`config.mk`:
```
export PLATFORM = sky130hd
export DESIGN_NAME = arith_word_sequencer
export DESIGN_NICKNAME = d
export VERILOG_FILES = /design/src/rtl/arith_word_sequencer.sv
export SDC_FILE = /design/constraint.sdc
export NUM_CORES = 1
export LEC_CHECK = 0
export ABC_AREA = 0
export BUFFER_PORTS_ARGS = -buffer_cell sky130_fd_sc_hd__buf_2
export CORE_UTILIZATION = 45
export DETAILED_ROUTE_END_ITERATION = 10
export GPL_ROUTABILITY_DRIVEN = 0
export PLACE_DENSITY_LB_ADDON = 0.08
export SYNTH_ARGS = -nofsm -noshare
export SYNTH_HDL_FRONTEND = slang
export SYNTH_SLANG_ARGS = --single-unit
```
`constraint.sdc`:
```
create_clock -name clk -period 5.6 [get_ports clk]
set_clock_uncertainty 0.05 [all_clocks]
set_input_delay 1.12 -clock clk [delete_from_list [all_inputs] [get_ports clk]]
set_output_delay 1.12 -clock clk [all_outputs]
set_load 0.1 [all_outputs]
```
`src/rtl/arith_word_sequencer.sv`:
```
// arith_word_sequencer
// Runs one NBYTES-wide arithmetic operation through an external 8-bit
// combinational arithmetic unit, one byte per clock and LSB first. The carry
// (or borrow) is chained between bytes. The unit's output bytes are gathered
// into a full-width result with carry-out and signed-overflow flags.
//
// Handshake: start is a level request. It is sampled at a rising edge only
// while the block is not in RUN (IDLE or DONE). An accepted request latches
// a/b/op/cin. The block then raises busy for NBYTES cycles and pulses done
// for exactly one cycle. A start seen during RUN is dropped, not queued.
// result/cout/ovf change only at completion or reset.
module arith_word_sequencer #(
   parameter int NBYTES = 4
) (
   input  logic                clk,
   input  logic                rst,
   input  logic                start,
   input  logic [1:0]          op,
   input  logic                cin,
   input  logic [8*NBYTES-1:0] a,
   input  logic [8*NBYTES-1:0] b,
   output logic                busy,
   output logic                done,
   output logic [8*NBYTES-1:0] result,
   output logic                cout,
   output logic                ovf,
   output logic [7:0]          au_x,
   output logic [7:0]          au_y,
   output logic                au_cin,
   output logic                au_sel0,
   output logic                au_sel1,
   input  logic [7:0]          au_f,
   input  logic                au_cout
);

   localparam int W  = 8 * NBYTES;
   localparam int IW = (NBYTES > 1) ? $clog2(NBYTES) : 1;
   localparam logic [IW-1:0] LAST_IDX = IW'(NBYTES - 1);

   // op[1:0] encoding as seen by the unit (sel1, sel0)
   localparam logic [1:0] OP_INC = 2'b00;  // x + cin
   localparam logic [1:0] OP_ADD = 2'b01;  // x + y + cin
   localparam logic [1:0] OP_SUB = 2'b10;  // x - y - borrow
   localparam logic [1:0] OP_DEC = 2'b11;  // x - 1 + cin

   typedef enum logic [1:0] {
      S_IDLE = 2'b00,
      S_RUN  = 2'b01,
      S_DONE = 2'b10
   } state_t;

   state_t          state;
   state_t          state_nxt;

   // Latched request
   logic [W-1:0]    a_lat;
   logic [W-1:0]    b_lat;
   logic [1:0]      op_lat;
   logic            cin_lat;

   // Sequencing
   logic [IW-1:0]   idx;
   logic            carry;        // carry (or borrow for subtract) into byte idx
   logic [W-1:0]    shadow;       // bytes collected so far

   // Decoded control
   logic            accept;
   logic            last_byte;
   logic [W-1:0]    final_word;
   logic            eff_y_msb;
   logic            ovf_nxt;
   logic            carry_nxt;

   // State register
   always_ff @(posedge clk or posedge rst) begin
      if (rst) begin
         state <= S_IDLE;
      end else begin
         state <= state_nxt;
      end
   end

   // Next-state logic and status outputs
   always_comb begin
      state_nxt = state;
      busy      = 1'b0;
      done      = 1'b0;
      accept    = 1'b0;
      case (state)
         S_IDLE: begin
            if (start) begin
               accept    = 1'b1;
               state_nxt = S_RUN;
            end
         end
         S_RUN: begin
            busy = 1'b1;
            if (idx == LAST_IDX) begin
               state_nxt = S_DONE;
            end
         end
         S_DONE: begin
            // done lasts this one cycle whether or not a new start arrives
            done = 1'b1;
            if (start) begin
               accept    = 1'b1;
               state_nxt = S_RUN;
            end else begin
               state_nxt = S_IDLE;
            end
         end
         default: begin
            state_nxt = S_IDLE;
         end
      endcase
   end

   // Unit drive: the current byte while in RUN, all zero otherwise
   always_comb begin
      au_x    = 8'h00;
      au_y    = 8'h00;
      au_cin  = 1'b0;
      au_sel0 = 1'b0;
      au_sel1 = 1'b0;
      if (state == S_RUN) begin
         au_x    = a_lat[{idx, 3'b000} +: 8];
         au_y    = b_lat[{idx, 3'b000} +: 8];
         au_sel0 = op_lat[0];
         au_sel1 = op_lat[1];
         au_cin  = (idx == '0) ? cin_lat : carry;
      end
   end

   // Completion data: final word, carry for next byte, signed overflow
   always_comb begin
      last_byte  = (state == S_RUN) && (idx == LAST_IDX);
      final_word = shadow;
      final_word[{idx, 3'b000} +: 8] = au_f;

      // The unit inverts cin internally for subtract, so the chained value
      // for subtract is the borrow, i.e. the inverted carry-out.
      carry_nxt = (op_lat == OP_SUB) ? ~au_cout : au_cout;

      // Sign of the effective second addend seen by the unit
      case (op_lat)
         OP_INC:  eff_y_msb = 1'b0;
         OP_ADD:  eff_y_msb = b_lat[W-1];
         OP_SUB:  eff_y_msb = ~b_lat[W-1];
         OP_DEC:  eff_y_msb = 1'b1;
         default: eff_y_msb = 1'b0;
      endcase

      ovf_nxt = (a_lat[W-1] == eff_y_msb) && (final_word[W-1] != a_lat[W-1]);
   end

   // Request latch, byte sequencing and result registers
   always_ff @(posedge clk or posedge rst) begin
      if (rst) begin
         a_lat   <= '0;
         b_lat   <= '0;
         op_lat  <= 2'b00;
         cin_lat <= 1'b0;
         idx     <= '0;
         carry   <= 1'b0;
         shadow  <= '0;
         result  <= '0;
         cout    <= 1'b0;
         ovf     <= 1'b0;
      end else if (accept) begin
         a_lat   <= a;
         b_lat   <= b;
         op_lat  <= op;
         cin_lat <= cin;
         idx     <= '0;
         carry   <= 1'b0;
      end else if (state == S_RUN) begin
         shadow[{idx, 3'b000} +: 8] <= au_f;
         carry <= carry_nxt;
         if (last_byte) begin
            result <= final_word;
            cout   <= au_cout;
            ovf    <= ovf_nxt;
            idx    <= '0;
         end else begin
            idx <= idx + 1'b1;
         end
      end
   end

endmodule

```
==> metrics.txt <==
Std-Cell Core Area 12,600 um^2; synthesized instance count 586; number of maximum-capacitance constraint violations 0; first-pass detailed-route iteration total 4; arrival time at the worst endpoint 2.71 ns; starting utilization of the core area 0.461; most common cell after layout, fill and taps aside nand2_1; routing usage on met1 0.294; placement row count 41; Overall Global Routing Usage 0.214; clock tree from TritonCTS done; final setup violation count 0; Critical Path Source idx[0]; area of the die 13,400 um^2; area growth from synthesis to layout 22.0%; pin count of the biggest net entering global routing 68; total via count after detailed routing 4,371; Cell Area, Synth 5810 um^2; initial antenna violation count 1; final hold violation count 0; TritonCTS Buffers 17; list of cells traversed by the critical path buf_4 > inv_1 > ha_1 > mux2i_1 > nor2_1 > buf_2; crit-path leading delay family buffers and inverters; Post-CTS Setup Repair Bufs 0; data required time of the critical path 4.43 ns; flops & latches, synth 130; Resize count post-CTS 0; via-per-instance ratio 4.96; status completed; Finished Layout Cells 882; remaining antenna violation count 0; start-to-end type of the worst setup path reg2out; Yosys warning total 0; Buf+Inv Stages, Crit Path 3; Clock Latency Late Sink 0.41 ns; startpoint type of the worst setup path flop; Min-Delay Startpoint a_lat[16]; Max Root-Sink Buffers 2; share of layout cells above drive strength 1 0.268; final max-slew violation count 0; post-detailed-route wirelength per cell 14.9 um; Buffers on Ports 133; drt total wl 13,100 um; Max-Slew Margin vs Limit 0.395; vias in the first global route 4,246; Iteration-0 DRC Markers 251; Overflow after GRT 0; cell type of the slowest stage on the worst timing path dfrtp_1; total negative slack for setup checks 0 ns; synthesized area per cell 9.92 um^2; setup repair after global routing missed its margin no; first-pass GRT wire length 21,500 um; DIE WIDTH 116 um; clock tree sinks 130; root buf cell clkbuf_16; met3 track demand over resource in global routing 0.0581; count of boundary I/O pins 134; hold bufs inserted after CTS 0; sequential element share of the synthesized area 0.560; number of H-tree levels 4; most used cells in the layout excluding fill and tap cells 228 x nand2_1, 133 x buf_2, 130 x dfrtp_1; count of unique library cells instantiated by Yosys 33; Worst-path clk slew 0.05 ns; Final min period 3.88 ns; period utilisation layout 0.693; final critical-path setup slack 1.72 ns; synthesized netlist net count 670; half-perimeter wire length after detailed placement 8700 um; Reg2Reg Launch Point idx[0]; number of placed cells counting well taps 851; crit path max fanout 15; Layout fillers 1,193; Hold/Removal Path Class reg2reg; worst setup timing slack at the placement stage 2.11 ns; busiest metal layer after global routing met2; DR DRC count 0; NumNets Final 782; delay of the slowest cell on the worst path 0.73 ns; worst slew pin tran 0.908 ns; upper clock frequency limit 258 MHz; fraction of met2 tracks used by global routing 0.327; CP endpoint kind output port; chip height 116 um; utilization after layout 0.562
cell families after synthesis:
| kind of cell | share of synthesized area |
|---|---|
| compound gates | 0.0973 |
| xor+xnor | 0.00151 |
| fa+ha+maj | 0.0108 |
| buf+inv | 0.0422 |
| flops | 0.560 |
| mux | 0.0676 |
| simple gates | 0.221 |
registers in the layout, summed over array words and instances (netlist names):
name and count:
a_lat 32, b_lat 32, result 32, shadow 24
idx 2, op_lat 2, state 2, carry 1
cin_lat 1, cout 1, ovf 1
per-stage QoR:
stage,hold slack [ns],area [um^2]
after floorplan,0.390,5810
after global placement,0.404,6530
after detailed placement,0.408,6530
after CTS,0.422,7090
after global routing,0.434,7090
final,0.417,7090
layer usage:
metal / share of wire / vias to the layer above
met5: 0 / -
met4: 0.016 / 0
met3: 0.051 / 20
met2: 0.46 / 118
met1: 0.47 / 2085
li1: - / 2148
worst register-to-register path, stage by stage (launching register included):
cell	delay, ns
dfrtp_1	0.73
buf_4	0.40
inv_1	0.13
ha_1	0.40
and4bb_1	0.53
and2_1	0.37
a22o_1	0.20
synth_stat cells:
| cell | count | area [um^2] |
|---|---|---|
| a21oi_1 | 25 | 125 |
| a22o_1 | 32 | 280 |
| a31o_2 | 1 | 8.76 |
| a31oi_1 | 1 | 6.26 |
| and2_1 | 19 | 119 |
| and4b_1 | 1 | 10.0 |
| and4bb_1 | 1 | 12.5 |
| buf_1 | 2 | 7.51 |
| buf_2 | 16 | 80.1 |
| buf_4 | 4 | 30.0 |
| buf_6 | 2 | 22.5 |
| clkbuf_1 | 22 | 82.6 |
| dfrtp_1 | 130 | 3250 |
| ha_1 | 5 | 62.6 |
| inv_1 | 6 | 22.5 |
| mux2_2 | 2 | 22.5 |
| mux2i_1 | 1 | 10.0 |
| mux4_2 | 16 | 360 |
| nand2_1 | 228 | 856 |
| nand2b_1 | 3 | 18.8 |
| nand3_1 | 3 | 15.0 |
| nand3b_1 | 3 | 22.5 |
| nor2_1 | 1 | 3.75 |
| nor2b_1 | 27 | 169 |
| nor3_1 | 1 | 5.00 |
| nor3_2 | 2 | 20.0 |
| nor3_4 | 1 | 16.3 |
| nor4bb_1 | 1 | 10.0 |
| o211ai_1 | 1 | 7.51 |
| o21ai_0 | 26 | 130 |
| o31ai_1 | 1 | 7.51 |
| or4_1 | 1 | 7.51 |
| xnor2_1 | 1 | 8.76 |
path summary, 6_finish.rpt:
kind | end | slack (ns) | cells past startpoint
worst max-delay path | au_cin | 1.72 | 6
worst min-delay path | a_lat[16] | 0.42 | 2
worst max register to register | shadow[2] | 2.73 | 6
worst min register to register | a_lat[16] | 0.42 | 2
max in group asynchronous | b_lat[10] | 3.35 | 3
min in group asynchronous | cout | 0.81 | 2
cell type report:
| cell class | count | area [um^2] | share of cell area |
|---|---|---|---|
| inverter | 6 | 25.0 | 0.00353 |
| clock buffer | 24 | 482 | 0.0679 |
| antenna | 1 | 2.50 | 0.000353 |
| multi-input combinational | 404 | 2320 | 0.328 |
| timing repair buffer | 139 | 711 | 0.100 |
| tap | 172 | 215 | 0.0303 |
| sequential | 130 | 3250 | 0.459 |
| clock inverter | 6 | 80.1 | 0.0113 |
Power is not shown: default switching activity piles up to over one toggle a cycle in this logic, so the estimate is an artifact.
